File: src/rtl/bp_cfg_loader.sv
// Boot-time core configuration sequencer: freezes each core, writes its
// per-core configuration registers, then unfreezes every core in order.
// All writes go out on one valid/ready config-write channel.
//
// state    | meaning
// ---------+-----------------------------------------------------------
// IDLE     | waiting for start_i after reset
// CONFIG   | writing register w (0..4) of core c
// UNFREEZE | writing freeze=0 to core c
// DONE     | pass complete, done_o held until next start_i or reset_i
module bp_cfg_loader #(
  parameter int num_core_p       = 4,
  parameter int cfg_addr_width_p = 16,
  parameter int cfg_data_width_p = 64,
  parameter int core_id_width_p  = 6
) (
  input  logic                        clk_i,
  input  logic                        reset_i,
  input  logic                        start_i,
  input  logic                        cce_mode_i,
  output logic                        cfg_v_o,
  input  logic                        cfg_ready_i,
  output logic [core_id_width_p-1:0]  cfg_core_id_o,
  output logic [cfg_addr_width_p-1:0] cfg_addr_o,
  output logic [cfg_data_width_p-1:0] cfg_data_o,
  output logic                        busy_o,
  output logic                        done_o
);

  typedef enum logic [1:0] {IDLE, CONFIG, UNFREEZE, DONE} state_e;

  localparam logic [core_id_width_p-1:0]  last_core_lp  = core_id_width_p'(num_core_p - 1);
  localparam logic [2:0]                  last_w_lp     = 3'd4;
  localparam logic [cfg_addr_width_p-1:0] addr_freeze_lp = cfg_addr_width_p'(1);
  localparam logic [cfg_addr_width_p-1:0] addr_hart_lp   = cfg_addr_width_p'(2);
  localparam logic [cfg_addr_width_p-1:0] addr_icache_lp = cfg_addr_width_p'(3);
  localparam logic [cfg_addr_width_p-1:0] addr_dcache_lp = cfg_addr_width_p'(4);
  localparam logic [cfg_addr_width_p-1:0] addr_cce_lp    = cfg_addr_width_p'(5);

  state_e                      state_q, state_d;
  logic [2:0]                  w_q, w_d;
  logic [core_id_width_p-1:0]  c_q, c_d;
  logic                        mode_q, mode_d;
  logic                        done_q, done_d;
  logic                        cfg_v_q, cfg_v_d;
  logic [core_id_width_p-1:0]  core_id_q, core_id_d;
  logic [cfg_addr_width_p-1:0] addr_q, addr_d;
  logic [cfg_data_width_p-1:0] data_q, data_d;
  logic                        accept;

  assign accept = cfg_v_q & cfg_ready_i;

  // Next-state logic: walk w within a core, then c across cores, then unfreeze.
  always_comb begin
    state_d = state_q;
    w_d     = w_q;
    c_d     = c_q;
    mode_d  = mode_q;
    done_d  = done_q;
    unique case (state_q)
      IDLE, DONE: begin
        if (start_i) begin
          state_d = CONFIG;
          w_d     = 3'd0;
          c_d     = '0;
          mode_d  = cce_mode_i;
          done_d  = 1'b0;
        end
      end
      CONFIG: begin
        if (accept) begin
          if (w_q == last_w_lp) begin
            w_d = 3'd0;
            if (c_q == last_core_lp) begin
              state_d = UNFREEZE;
              c_d     = '0;
            end else begin
              c_d = c_q + 1'b1;
            end
          end else begin
            w_d = w_q + 3'd1;
          end
        end
      end
      UNFREEZE: begin
        if (accept) begin
          if (c_q == last_core_lp) begin
            state_d = DONE;
            c_d     = '0;
            done_d  = 1'b1;
          end else begin
            c_d = c_q + 1'b1;
          end
        end
      end
      default: state_d = IDLE;
    endcase
  end

  // Payload for the next cycle, decoded from the next state so outputs come straight from flops.
  always_comb begin
    cfg_v_d   = 1'b0;
    core_id_d = '0;
    addr_d    = '0;
    data_d    = '0;
    if (state_d == CONFIG) begin
      cfg_v_d   = 1'b1;
      core_id_d = c_d;
      unique case (w_d)
        3'd0:    begin addr_d = addr_freeze_lp; data_d = cfg_data_width_p'(1);      end
        3'd1:    begin addr_d = addr_hart_lp;   data_d = cfg_data_width_p'(c_d);    end
        3'd2:    begin addr_d = addr_icache_lp; data_d = cfg_data_width_p'(1);      end
        3'd3:    begin addr_d = addr_dcache_lp; data_d = cfg_data_width_p'(1);      end
        default: begin addr_d = addr_cce_lp;    data_d = cfg_data_width_p'(mode_d); end
      endcase
    end else if (state_d == UNFREEZE) begin
      cfg_v_d   = 1'b1;
      core_id_d = c_d;
      addr_d    = addr_freeze_lp;
      data_d    = '0;
    end
  end

  // State, counters and registered payload with synchronous reset.
  always_ff @(posedge clk_i) begin
    if (reset_i) begin
      state_q   <= IDLE;
      w_q       <= 3'd0;
      c_q       <= '0;
      mode_q    <= 1'b0;
      done_q    <= 1'b0;
      cfg_v_q   <= 1'b0;
      core_id_q <= '0;
      addr_q    <= '0;
      data_q    <= '0;
    end else begin
      state_q   <= state_d;
      w_q       <= w_d;
      c_q       <= c_d;
      mode_q    <= mode_d;
      done_q    <= done_d;
      cfg_v_q   <= cfg_v_d;
      core_id_q <= core_id_d;
      addr_q    <= addr_d;
      data_q    <= data_d;
    end
  end

  assign cfg_v_o       = cfg_v_q;
  assign cfg_core_id_o = core_id_q;
  assign cfg_addr_o    = addr_q;
  assign cfg_data_o    = data_q;
  assign busy_o        = (state_q == CONFIG) || (state_q == UNFREEZE);
  assign done_o        = done_q;

  // A stalled write must hold its payload and valid until accepted.
  a_payload_stable: assert property (@(posedge clk_i) disable iff (reset_i)
    (cfg_v_o && !cfg_ready_i) |=> (cfg_v_o && $stable({cfg_core_id_o, cfg_addr_o, cfg_data_o})));

  // Nothing is offered on the channel outside an active pass.
  a_no_valid_idle: assert property (@(posedge clk_i)
    ((state_q == IDLE) || (state_q == DONE)) |-> !cfg_v_o);

endmodule

File: config.mk
export PLATFORM = sky130hd
export DESIGN_NAME = bp_cfg_loader
export DESIGN_NICKNAME = d
export VERILOG_FILES = /design/src/rtl/bp_cfg_loader.sv
export SDC_FILE = /design/constraint.sdc
export NUM_CORES = 1
export LEC_CHECK = 0
export BUFFER_PORTS_ARGS = -buffer_cell sky130_fd_sc_hd__buf_2
export CAP_MARGIN = 15
export CORE_MARGIN = 5
export CORE_UTILIZATION = 46
export CTS_CLUSTER_SIZE = 28
export DETAILED_ROUTE_END_ITERATION = 16
export PLACE_DENSITY = 0.8
export SLEW_MARGIN = 20
export SYNTH_ARGS = -nofsm -noshare
export SYNTH_HDL_FRONTEND = slang
export SYNTH_SLANG_ARGS = --single-unit
File: constraint.sdc
create_clock -name clk_i -period 3.3 [get_ports clk_i]
set_input_delay 0.66 -clock clk_i [delete_from_list [all_inputs] [get_ports clk_i]]
set_output_delay 0.66 -clock clk_i [all_outputs]
set_load 0.1 [all_outputs]
Yosys cells after proc, flatten, opt, wreduce, memory -nomap -nowiden
Cells that the tools add are included. Widths: inputs -> output; s select.

Register bits after elaboration: 100. Input bits: 5. Output and inout bits: 89.

$add $sub $neg: 2. Equal/unequal tests: 13. Mux-type cells: 31. Bitwise gates (word level): 2. Reductions and logical operators: 8.

Operator list (count): $mux 6 (7); $pmux 6 s3 (1); $mux 16 (1); $mux 2 (6); $pmux 3 s4 (1); $pmux 6 s2 (1); $mux 3 (3); $mux 1 (8); $add 6x1->6 const B (1); $eq 2x2->1 const B (3); $eq 3x2->1 const B (2); $eq 6x2->1 const B (1); $ne 2x2->1 const B (3); $pmux 2 s3 (1); $pmux 3 s2 (1); $eq 2x1->1 const B (2); $reduce_and 4->1 (1); $reduce_or 2->1 (2); $add 3x1->3 const B (1); $eq 3x1->1 const B (1); $eq 3x3->1 const B (1); $logic_not 3->1 (1); $reduce_or 3->1 (1); $logic_not 2->1 (1); 5 further kinds (5).

Logic depth before layout (Yosys ltp)
Gate-level depths: netlist of the first run.

Word-level depth: 8. Mapped depth: 12. Depth with buffers taken out: 11.

Worst setup path after synthesis of the first run
Ideal clock, no wire load.

Path kind: register to register. Start point: register cfg_v_q, in the netlist cfg_v_o. End point: register addr_q[0], in the netlist cfg_addr_o[0]. Library setup time: 115 ps. Arrival time: 2602 ps. Slack: 583 ps. Cell stages (with the launch flop): 9. Clock period less this slack: 2717 ps. Path through: dfxtp_1 nand4_1 nor3_1 nor2_1 o31ai_2 inv_1 ha_1 o21bai_1 o21ba_2.

Word-level cells in the longest chain between the ends: 6. Elaborated cells between the ends (all ways): 15. Classes of those cells: eq/ne (5); mux (8); bitwise (1); reduce/logical (1).

RTL lines: start: declaration (RTL line 45) `logic cfg_v_q, cfg_v_d;`; start signal: assignment (RTL line 142) `cfg_v_q <= cfg_v_d;`; $and 1x1->1 * (RTL line 51) `assign accept = cfg_v_q & cfg_ready_i;`; $mux 2, on equally long branches (RTL line 86, 71); $pmux 2 s3 * (RTL line 60) `unique case (state_q)`; net state_d[0] (RTL line 40) `state_e state_q, state_d;`; $eq 2x2->1 (RTL line 116) `end else if (state_d == UNFREEZE) begin`; $mux 1 (RTL line 116); $mux 16 * (RTL line 106) `if (state_d == CONFIG) begin`; end signal: assignment (RTL line 144) `addr_q <= addr_d;`; end: declaration (RTL line 47) `logic [cfg_addr_width_p-1:0] addr_q, addr_d;`.

The timed path passes the listed nets; every way through them passes the cells marked *. A chain may end at the register's enable or synchronous reset.

Final worst setup path of the first run
Start point: register state_q[0]. End point: register addr_q[0], in the netlist cfg_addr_o[0].

Word-level cells in the longest chain between the ends: 7. Elaborated cells between the ends (all ways): 22. Classes of those cells: eq/ne (8); mux (11); reduce/logical (3).

RTL lines: start: declaration (RTL line 40); start signal: assignment (RTL line 137) `state_q <= state_d;`; parallel branches: the longest is 6 deep, another holds $pmux 3 s4; $mux 16 * (RTL line 106).

Mark *: on every way between the ends.

==> run_results.csv, run 1 <==
group,metric,value,unit
logic_synthesis,syn_area_per_cell,8.45,um^2
route,via_per_inst,4.61,
logic_synthesis,syn_area,1940,um^2
floorplan,num_rows,23,
logic_synthesis,muxShareOfSynthArea,1.03,%
setup_path,crit_path_end_kind,"flop",
logic_synthesis,synth_cells,230,
pwr,power_density,624,nW/um^2
sta,min_period_over_period,81.0,%
floorplan,die-area,5630,um^2
setup_path,crit_required,3.47,ns
final_layout,diodes,0,
sta,max_clock_freq,374,MHz
pwr,pwr-share-clk,31.2,%
pwr,fin_total_pwr,1200,uW
logic_synthesis,yosysMostFrequentCell,"buf_4",
global_routing,grt-ovfl-total,0,
setup_path,worstSetupPathType,"flop to flop",
run,cap_violations,0,
global_routing,track_usage,12.4,%
clock_network,clk_path_buf_depth,2,
logic_synthesis,async_reset_ff_share,0,%
floorplan,start_util,47.9,%
sta,slew_headroom,57.9,%
sta,setup_violations,0,
setup_path,crit_fanout,14,
final_layout,drive_above_1_share,13.9,%
pwr,peakVddDrop,0.444,mV
final_layout,fillers,389,
pwr,leakage,0.000963,uW
logic_synthesis,yosys.area.top_type,"dfxtp_1",
global_routing,grt_pass1_wl,5380,um
logic_synthesis,ys_ff_latch,29,
logic_synthesis,synth_top_family_by_area,"buffers and inverters",
sta,finalSetupTns,0,ns
pwr,switching_share,47.4,%
final_layout,syn2layout_area_growth,-1.48,%
route,ant_nets,0,
final_layout,postLayoutCoreUtil,47.2,%
route,drt_iter0_drc,35,
clock_network,cts_tree,"yes",
floorplan,fp.coreArea,4060,um^2
sta,worstMarginPinSlew,0.630,ns
route,route.vias.total,1389,
global_routing,antenna_found_initial,0,
pwr,power_switching,567,uW
status,status,"finished clean",
logic_synthesis,synth.top_cell.area_share,29.9,%
sta,rsz0062_at_grt,"no",
floorplan,fp.dieW,75.0,um
route,drc,0,
pwr,seq_power_share,30.1,%
clock_network,clockRootBuffer,"clkbuf_8",
logic_synthesis,ys_types,53,
pwr,power.internal,630,uW
global_routing,grt_max_degree,17,
pwr,combPwrFrac,38.7,%
sta,finalMaxSlewViolations,0,
clock_network,numCtsBuffers,5,
clock_network,cts_resized,0,
logic_synthesis,synth-compound-area-share,14.9,%
final_layout,finalInstanceArea,1920,um^2
route,first_pass_iters,4,
clock_network,cts_hold_buf,0,
place,numPortBuffers,22,
route,avgRoutedWirePerCell,11.8,um
route,wirelength,3560,um
sta,period_minus_slack,2.67,ns
setup_path,critical_path_arrival,2.85,ns
logic_synthesis,netlist_top_cells_count,"73 x buf_4, 29 x dfxtp_1, 25 x nor2_1",
clock_network,htree_levels,2,
setup_path,crit_path_start_kind,"flop",
place,place_area,1800,um^2
floorplan,ios,94,
clock_network,clk_pin_slew,0.06,ns
floorplan,die_y,75.0,um
logic_synthesis,yosys.area_share.simple,16.9,%
final_layout,fin_nets,262,
place,place_congestion,0.833,
sta,skew,0.00285,ns
logic_synthesis,yosys_warnings,0,
logic_synthesis,yosysSeqAreaShare,29.9,%
clock_network,post_cts_buffers,0,
global_routing,first_global_vias,1256,
sta,finalHoldViolCount,0,
sta,whs,0.519,ns
logic_synthesis,synth_top_flop_cell,"dfxtp_1",
clock_network,cts.sinks,29,
worst_hold_path,hp-class,"flop to flop",
place,dp_hpwl,2760,um
logic_synthesis,synth_fa_ha_area_share,4.50,%
clock_network,insertion_delay,0.28,ns
logic_synthesis,synth_edf_count,0,
logic_synthesis,synth.area.top_cells,"dfxtp_1 30%, buf_4 28%, nor2_1 4.8%",
logic_synthesis,synthXorXnorAreaFrac,0.901,%
==> power groups by stage <==
stage | logic [uW] | clock network [uW] | registers (uW)
after floorplan | 478 | 0 | 397
after global placement | 459 | 0 | 368
after detailed placement | 459 | 0 | 368
after CTS | 460 | 383 | 360
after global routing | 477 | 398 | 360
final | 463 | 373 | 360
==> metal layers <==
layer  vias to the layer above  GRT usage [%]  part of all wire (%)
met5                         -              0                     0
met4                         0           6.52                   2.1
met3                        10           4.01                    11
met2                        80           20.2                    47
met1                       624           14.3                    40
li1                        675              -                     -
==> logic make-up after synthesis <==
kind of cell,count (synthesis)
AO/OA/AOI/OAI,37
XOR/XNOR,2
adder cells (fa/ha/maj),7
buffers and inverters,89
flip-flops,29
multiplexers,2
other,1
AND/OR/NAND/NOR,63
==> flip-flops by register name (all words and copies together) (netlist names) <==
register,cells
c_q,6
cfg_core_id_o,6
cfg_data_o,6
cfg_addr_o,3
w_q,3
state_q,2
cfg_v_o,1
done_o,1
mode_q,1
==> cell usage in the layout, fill, tap and decap left out, types with 5 or more instances in the layout <==
master,count
conb_1,71
a21oi_1,5
ha_1,7
nand2_1,5
dfxtp_1,29
nor2_1,25
clkbuf_8,6
buf_2,22
nor2b_1,6
nor4_1,6
nor3_1,6
inv_1,10
==> worst paths after layout <==
kind                                 start             to  slack (ns)  cells after the start
worst max-delay path            state_q[0]  cfg_addr_o[0]        0.63                      8
worst min-delay path                mode_q         mode_q        0.52                      2
worst max register to register  state_q[0]  cfg_addr_o[0]        0.63                      8
worst min register to register      mode_q         mode_q        0.52                      2
==> per-stage QoR <==
stage / setup WS (ns) / cells
2_1_floorplan: 0.583 / 300
3_3_place_gp: 0.657 / 293
3_5_place_dp: 0.626 / 293
4_1_cts: 0.655 / 301
5_1_grt: 0.492 / 301
6_report: 0.628 / 301
==> layout make-up <==
type                    count  area, um^2  area share (%)
repair buffers             22         110            5.75
well taps                  50        62.6            3.27
multi-input cells         182        1010            52.6
inverters                  10        37.5            1.96
flip-flops and latches     29         581            30.3
clock buffers               7        86.3            4.51
clock inverters             1        30.0            1.57
==> critical path, stage by stage, from the launching register on <==
cell,delay [ns]
dfxtp_1,0.35
inv_1,0.07
ha_1,0.47
or4_1,0.59
nand3_1,0.12
o31ai_2,0.09
ha_1,0.23
o21bai_1,0.43
o21ba_2,0.23
Power figures use the tool's default switching activity.
==> run 2: changes to the inputs <==
--- a/config.mk
+++ b/config.mk
@@ -8,10 +8,10 @@
 export BUFFER_PORTS_ARGS = -buffer_cell sky130_fd_sc_hd__buf_2
 export CAP_MARGIN = 15
 export CORE_MARGIN = 5
-export CORE_UTILIZATION = 46
+export CORE_UTILIZATION = 42
 export CTS_CLUSTER_SIZE = 28
 export DETAILED_ROUTE_END_ITERATION = 16
-export PLACE_DENSITY = 0.8
+export PLACE_DENSITY = 0.77
 export SLEW_MARGIN = 20
 export SYNTH_ARGS = -nofsm -noshare
 export SYNTH_HDL_FRONTEND = slang
==> constraint.sdc (replaced) <==
create_clock -name clk_i -period 2.3 [get_ports clk_i]
set_input_delay 0.46 -clock clk_i [delete_from_list [all_inputs] [get_ports clk_i]]
set_output_delay 0.46 -clock clk_i [all_outputs]
set_load 0.1 [all_outputs]
==> run 2 against run 1 <==
Against the previous run:
- die area increased by 8.2%
- utilization grew 0.41 points
- clock power grew 23%
- cell count grew 6.3%
- worst hold slack worse by 0.074 ns
- final area up 9.7%
- largest cell class unchanged
- critical path type unchanged
==> run_results.csv, run 2 (synthesis results as in run 1) <==
group,metric,value,unit
status,status,"finished clean",
global_routing,grt_max_degree,17,
global_routing,antenna_found_initial,0,
setup_path,cp_common_cell,"inv_1",
route,first_pass_iters,4,
run,cap_violations,0,
place,numPortBuffers,22,
global_routing,use_met3,4.92,%
clock_network,insertion_delay,0.28,ns
worst_hold_path,hp-class,"input port to flop",
clock_network,cts_hold_buf,0,
pwr,seq_power_share,30.9,%
route,drt_iter0_drc,80,
clock_network,numCtsBuffers,5,
sta,finalMaxSlewViolations,0,
final_layout,instances_no_fill,320,
setup_path,rrSetupSlack,0.04,ns
final_layout,fin_nets,279,
global_routing,grt-busiest-layer,"met2",
setup_path,cp_slowest_stage_delay,0.53,ns
place,dp_hpwl,3140,um
setup_path,crit_path_start_kind,"flop",
route,wirelength,4190,um
setup_path,rr_startpoint,"state_q[0]",
global_routing,grt_pass1_wl,6290,um
sta,skew,0.00353,ns
final_layout,final_cell_mix,"71 x conb_1, 27 x dfxtp_1, 25 x nor2_1, 22 x buf_2, 16 x buf_4",
pwr,power.internal,844,uW
clock_network,clockRootBuffer,"clkbuf_8",
pwr,leakage,0.00104,uW
floorplan,fp.coreArea,4410,um^2
final_layout,final_common_cell,"conb_1",
worst_hold_path,min_from,"cce_mode_i",
clock_network,htree_levels,2,
final_layout,fillers,435,
global_routing,track_usage,12.8,%
global_routing,first_global_vias,1320,
setup_path,crit_path_end_kind,"flop",
setup_path,cp_slowest_cell,"or4_4",
setup_path,crit_required,2.48,ns
sta,setup_violations,0,
setup_path,reg2reg_to,"cfg_data_o[3]",
route,ant_nets,0,
sta,finalHoldViolCount,0,
pwr,combPwrFrac,41.7,%
setup_path,worstSetupPathType,"flop to flop",
final_layout,syn2layout_area_growth,8.11,%
setup_path,critical_path_arrival,2.44,ns
floorplan,num_rows,24,
sta,period_minus_slack,2.26,ns
clock_network,clk_path_buf_depth,2,
place,place_congestion,0.931,
final_layout,diodes,0,
route,drc,0,
sta,max_clock_freq,443,MHz
worst_hold_path,worstHoldEndpoint,"mode_q",
global_routing,grtUsageMet1,15.8,%
floorplan,ios,94,
pwr,switching_share,49.7,%
final_layout,postLayoutCoreUtil,47.6,%
pwr,pwr-share-clk,27.5,%
setup_path,crit_fanout,8,
clock_network,cts.sinks,29,
floorplan,die_y,78.0,um
clock_network,clk_pin_slew,0.06,ns
global_routing,met2_usage,20.4,%
pwr,power_switching,832,uW
pwr,power_density,797,nW/um^2
setup_path,cp_cell_sequence,"inv_1 > ha_4 > or4_4 > nand3_1 > o31ai_2 > inv_1 > ha_2 > nand2b_2 > nor4b_1",
place,dp_cells,312,
clock_network,cts_tree,"yes",
worst_hold_path,hold_path_depth,3,
setup_path,r2r_cells,9,
global_routing,grt-ovfl-total,0,
pwr,peakVddDrop,0.385,mV
route,via_per_inst,4.59,
floorplan,die-area,6090,um^2
floorplan,fp.dieW,78.0,um
route,avgRoutedWirePerCell,13.1,um
floorplan,start_util,44.0,%
route,route.vias.total,1468,
sta,min_period_over_period,98.2,%
final_layout,drive_above_1_share,25.0,%
run 2: cell types whose count changed in the layout (fill, tap and decap cells not counted), sizes merged:
| cell | previous run | this run |
|---|---|---|
| buf | 22 | 39 |
| clkinv | 0 | 1 |
| bufinv | 1 | 0 |
run 2: cell type report:
class                   instances  area, um^2  area share (%)
clock inverters                 1        5.00           0.238
flip-flops and latches         29         586            27.9
well taps                      52        65.1            3.10
inverters                      10        37.5            1.79
clock buffers                   7        96.3            4.58
multi-input cells             182        1070            51.0
repair buffers                 39         241            11.5
run 2: per-stage QoR:
| stage | worst slack (ns) | hold slack (ns) | area (um^2) | setup TNS [ns] | power, uW |
|---|---|---|---|---|---|
| floorplan | 0.000583 | 0.456 | 2230 | 0 | 1260 |
| global placement | 0.0620 | 0.468 | 1950 | 0 | 1210 |
| finish | 0.0403 | 0.445 | 2100 | 0 | 1680 |
| CTS | 0.0357 | 0.443 | 2060 | 0 | 1680 |
| global route | -0.0360 | 0.465 | 2100 | -0.0962 | 1740 |
| detailed placement | -0.0112 | 0.476 | 1950 | -0.0112 | 1210 |
run 2: timing repair:
item,CTS,global route
pin swaps,0,1
buffers inserted,0,0
gates resized for setup,1,11
endpoints found under the setup margin,2,15
run 2: how the worst max path moves through the flow:
stage	cells after the start	end	from	slack (ns)
after floorplan	11	cfg_data_o[3]	state_q[0]	0.0006
after global placement	9	cfg_data_o[3]	w_q[0]	0.06
after detailed placement	8	cfg_data_o[1]	c_q[4]	-0.01
after CTS	9	cfg_core_id_o[5]	c_q[4]	0.04
after global routing	9	cfg_data_o[3]	state_q[0]	-0.04
final	9	cfg_data_o[3]	state_q[0]	0.04
run 2: per-layer routing:
metal | up-vias | part of all wire, % | routed length (um)
li1 | 710 | - | -
met5 | - | 0 | 0
met1 | 682 | 39 | 1640
met3 | 6 | 10 | 417
met2 | 70 | 50 | 2080
met4 | 0 | 1.1 | 46
run 2: worst max-delay path, delay by kind of cell, from the launching register on:
| family | cells | cell delay, ns |
|---|---|---|
| fa+ha+maj | 2 | 0.47 |
| buf+inv | 2 | 0.14 |
| simple gates | 4 | 1.13 |
| compound gates | 1 | 0.08 |
| flops | 1 | 0.34 |
run 2: power by group through the flow:
| stage | Combinational [uW] | Sequential, uW | Clock [uW] |
|---|---|---|---|
| 2_1_floorplan | 691 | 570 | 0 |
| 4_1_cts | 689 | 516 | 471 |
| 6_report | 699 | 517 | 460 |
| 5_1_grt | 719 | 518 | 498 |
| 3_5_place_dp | 687 | 527 | 0 |
| 3_3_place_gp | 686 | 527 | 0 |
==> run 3: changes to the inputs <==
==> constraint.sdc (replaced) <==
create_clock -name clk_i -period 2.3 [get_ports clk_i]
set_input_delay 0.46 -clock clk_i [delete_from_list [all_inputs] [get_ports clk_i]]
set_output_delay 0.46 -clock clk_i [all_outputs]
set_load 0.02 [all_outputs]
==> run 3 against run 2 <==
Against the previous run:
- routed wire length increased by 0.81%
- count of clock-buffer cells in the layout unchanged
- first-iteration DRC count increased by 7.5%
- combinational power decreased by 63%
- critical endpoint is now cfg_addr_o[0]
- via count increased by 2.1%
- largest cell class unchanged
- sequential share of layout area decreased by 1.2 points
- power decreased by 21%
- worst hold slack improved by 0.026 ns
- die area unchanged
- largest power group is now clock
- worst setup slack improved by 0.070 ns
==> run_results.csv, run 3 (synthesis results as in run 1) <==
group,metric,value,unit
clock_network,cts_hold_buf,0,
setup_path,crit_fanout,7,
worst_hold_path,min_from,"cce_mode_i",
sta,setup_violations,0,
pwr,fin_total_pwr,1320,uW
status,status,"finished clean",
place,dp_hpwl,3110,um
setup_path,cp_slowest_stage_delay,0.35,ns
clock_network,htree_levels,2,
final_layout,postLayoutCoreUtil,49.3,%
floorplan,fp.dieW,78.0,um
setup_path,path_buf_inv,2,
floorplan,ios,94,
route,avgRoutedWirePerCell,13.1,um
pwr,peakVddDrop,0.359,mV
sta,min_period_over_period,95.2,%
place,place_area,1960,um^2
sta,finalSetupTns,0,ns
final_layout,finalInstanceArea,2180,um^2
clock_network,clk_pin_slew,0.07,ns
floorplan,die-area,6090,um^2
clock_network,insertion_delay,0.29,ns
route,via_per_inst,4.66,
clock_network,clockRootBuffer,"clkbuf_8",
clock_network,numCtsBuffers,5,
floorplan,fp.coreArea,4410,um^2
final_layout,drive_above_1_share,24.1,%
global_routing,antenna_found_initial,0,
final_layout,regArea,581,um^2
setup_path,startpoint,"state_q[1]",
sta,max_clock_freq,457,MHz
route,ant_nets,0,
route,drt_iter0_drc,86,
setup_path,cp_slowest_cell,"dfxtp_1",
clock_network,cts.sinks,29,
setup_path,worstSetupPathType,"flop to flop",
sta,finalHoldViolCount,0,
clock_network,cts_tree,"yes",
run,cap_violations,0,
setup_path,crit_path_start_kind,"flop",
setup_path,r2r_cells,8,
final_layout,final_common_cell,"conb_1",
clock_network,post_cts_buffers,0,
setup_path,cp_cell_sequence,"inv_1 > ha_1 > a21bo_2 > nor4_1 > o21ai_0 > a21boi_1 > buf_4 > o21ba_2",
final_layout,diodes,0,
sta,skew,0.0117,ns
floorplan,num_rows,24,
final_layout,final_cell_mix,"71 x conb_1, 29 x dfxtp_1, 25 x nor2_1, 22 x buf_2, 18 x buf_4",
pwr,leakage,0.00106,uW
place,numPortBuffers,22,
final_layout,fillers,420,
final_layout,multi_input_area,1120,um^2
setup_path,rr_startpoint,"state_q[1]",
sta,finalMaxSlewViolations,0,
worst_hold_path,hp-class,"input port to flop",
global_routing,grt-ovfl-total,0,
route,drc,0,
floorplan,start_util,44.0,%
setup_path,crit_path_end_kind,"flop",
setup_path,path_depth,8,
route,wirelength,4220,um
sta,rsz0062_at_grt,"no",
clock_network,clk_path_buf_depth,2,
sta,worstMarginPinSlew,0.517,ns
setup_path,rrSetupSlack,0.11,ns
floorplan,die_y,78.0,um
setup_path,critical-path-top-delay-family,"compound AO/OA/AOI/OAI gates",
global_routing,grt_pass1_wl,6320,um
pwr,power_density,607,nW/um^2
route,first_pass_iters,4,
global_routing,grt_max_degree,17,
setup_path,critical_path_arrival,2.36,ns
setup_path,crit_required,2.47,ns
place,place_congestion,0.862,
worst_hold_path,hold_path_depth,3,
global_routing,track_usage,12.7,%
sta,slew_headroom,65.5,%
sta,period_minus_slack,2.19,ns
global_routing,first_global_vias,1314,
final_layout,fin_nets,281,
final_layout,syn2layout_area_growth,12.0,%
route,route.vias.total,1499,
## run 3: final cells by class
class	count	area share, %
clock buffers	7	3.96
well taps	52	2.99
flip-flops and latches	29	26.7
repair buffers	41	11.8
clock inverters	1	1.38
multi-input cells	182	51.5
inverters	10	1.72
## run 3: repair_timing
item	CTS	global route
gates cloned	0	0
endpoints found under the setup margin	1	15
pin swaps	0	2
endpoints found under the hold margin	0	0
resized for setup	1	16
## run 3: final timing paths
path,end
worst max-delay path,cfg_addr_o[0]
worst min-delay path,mode_q
worst max register to register,cfg_addr_o[0]
worst min register to register,done_o
## run 3: report_power, final
group	leakage [uW]	internal, uW	switching (uW)	total (uW)
clock network	0.0000585	353	194	546
logic	0.000768	62.9	197	260
registers	0.000235	512	3.82	515
## run 3: metrics by stage
| stage | instances | setup WS, ns | hold WS (ns) |
|---|---|---|---|
| final | 322 | 0.110 | 0.471 |
| after global routing | 322 | 0.0135 | 0.525 |
| after CTS | 322 | 0.00779 | 0.475 |
| after detailed placement | 314 | 0.0249 | 0.519 |
| after global placement | 314 | 0.0524 | 0.508 |
| after floorplan | 300 | 0.000583 | 0.456 |
## run 3: worst min-delay path, delay by kind of cell
kind,cells,cell delay [ns]
mux,1,0.09
simple gates,1,0.10
buf+inv,1,0.07
## run 3: layer usage
metal | share of wire (%) | global-route usage [%]
met1 | 37 | 15.0
met2 | 52 | 21.7
met3 | 9.0 | 3.09
met4 | 1.7 | 5.57
met5 | 0 | 0
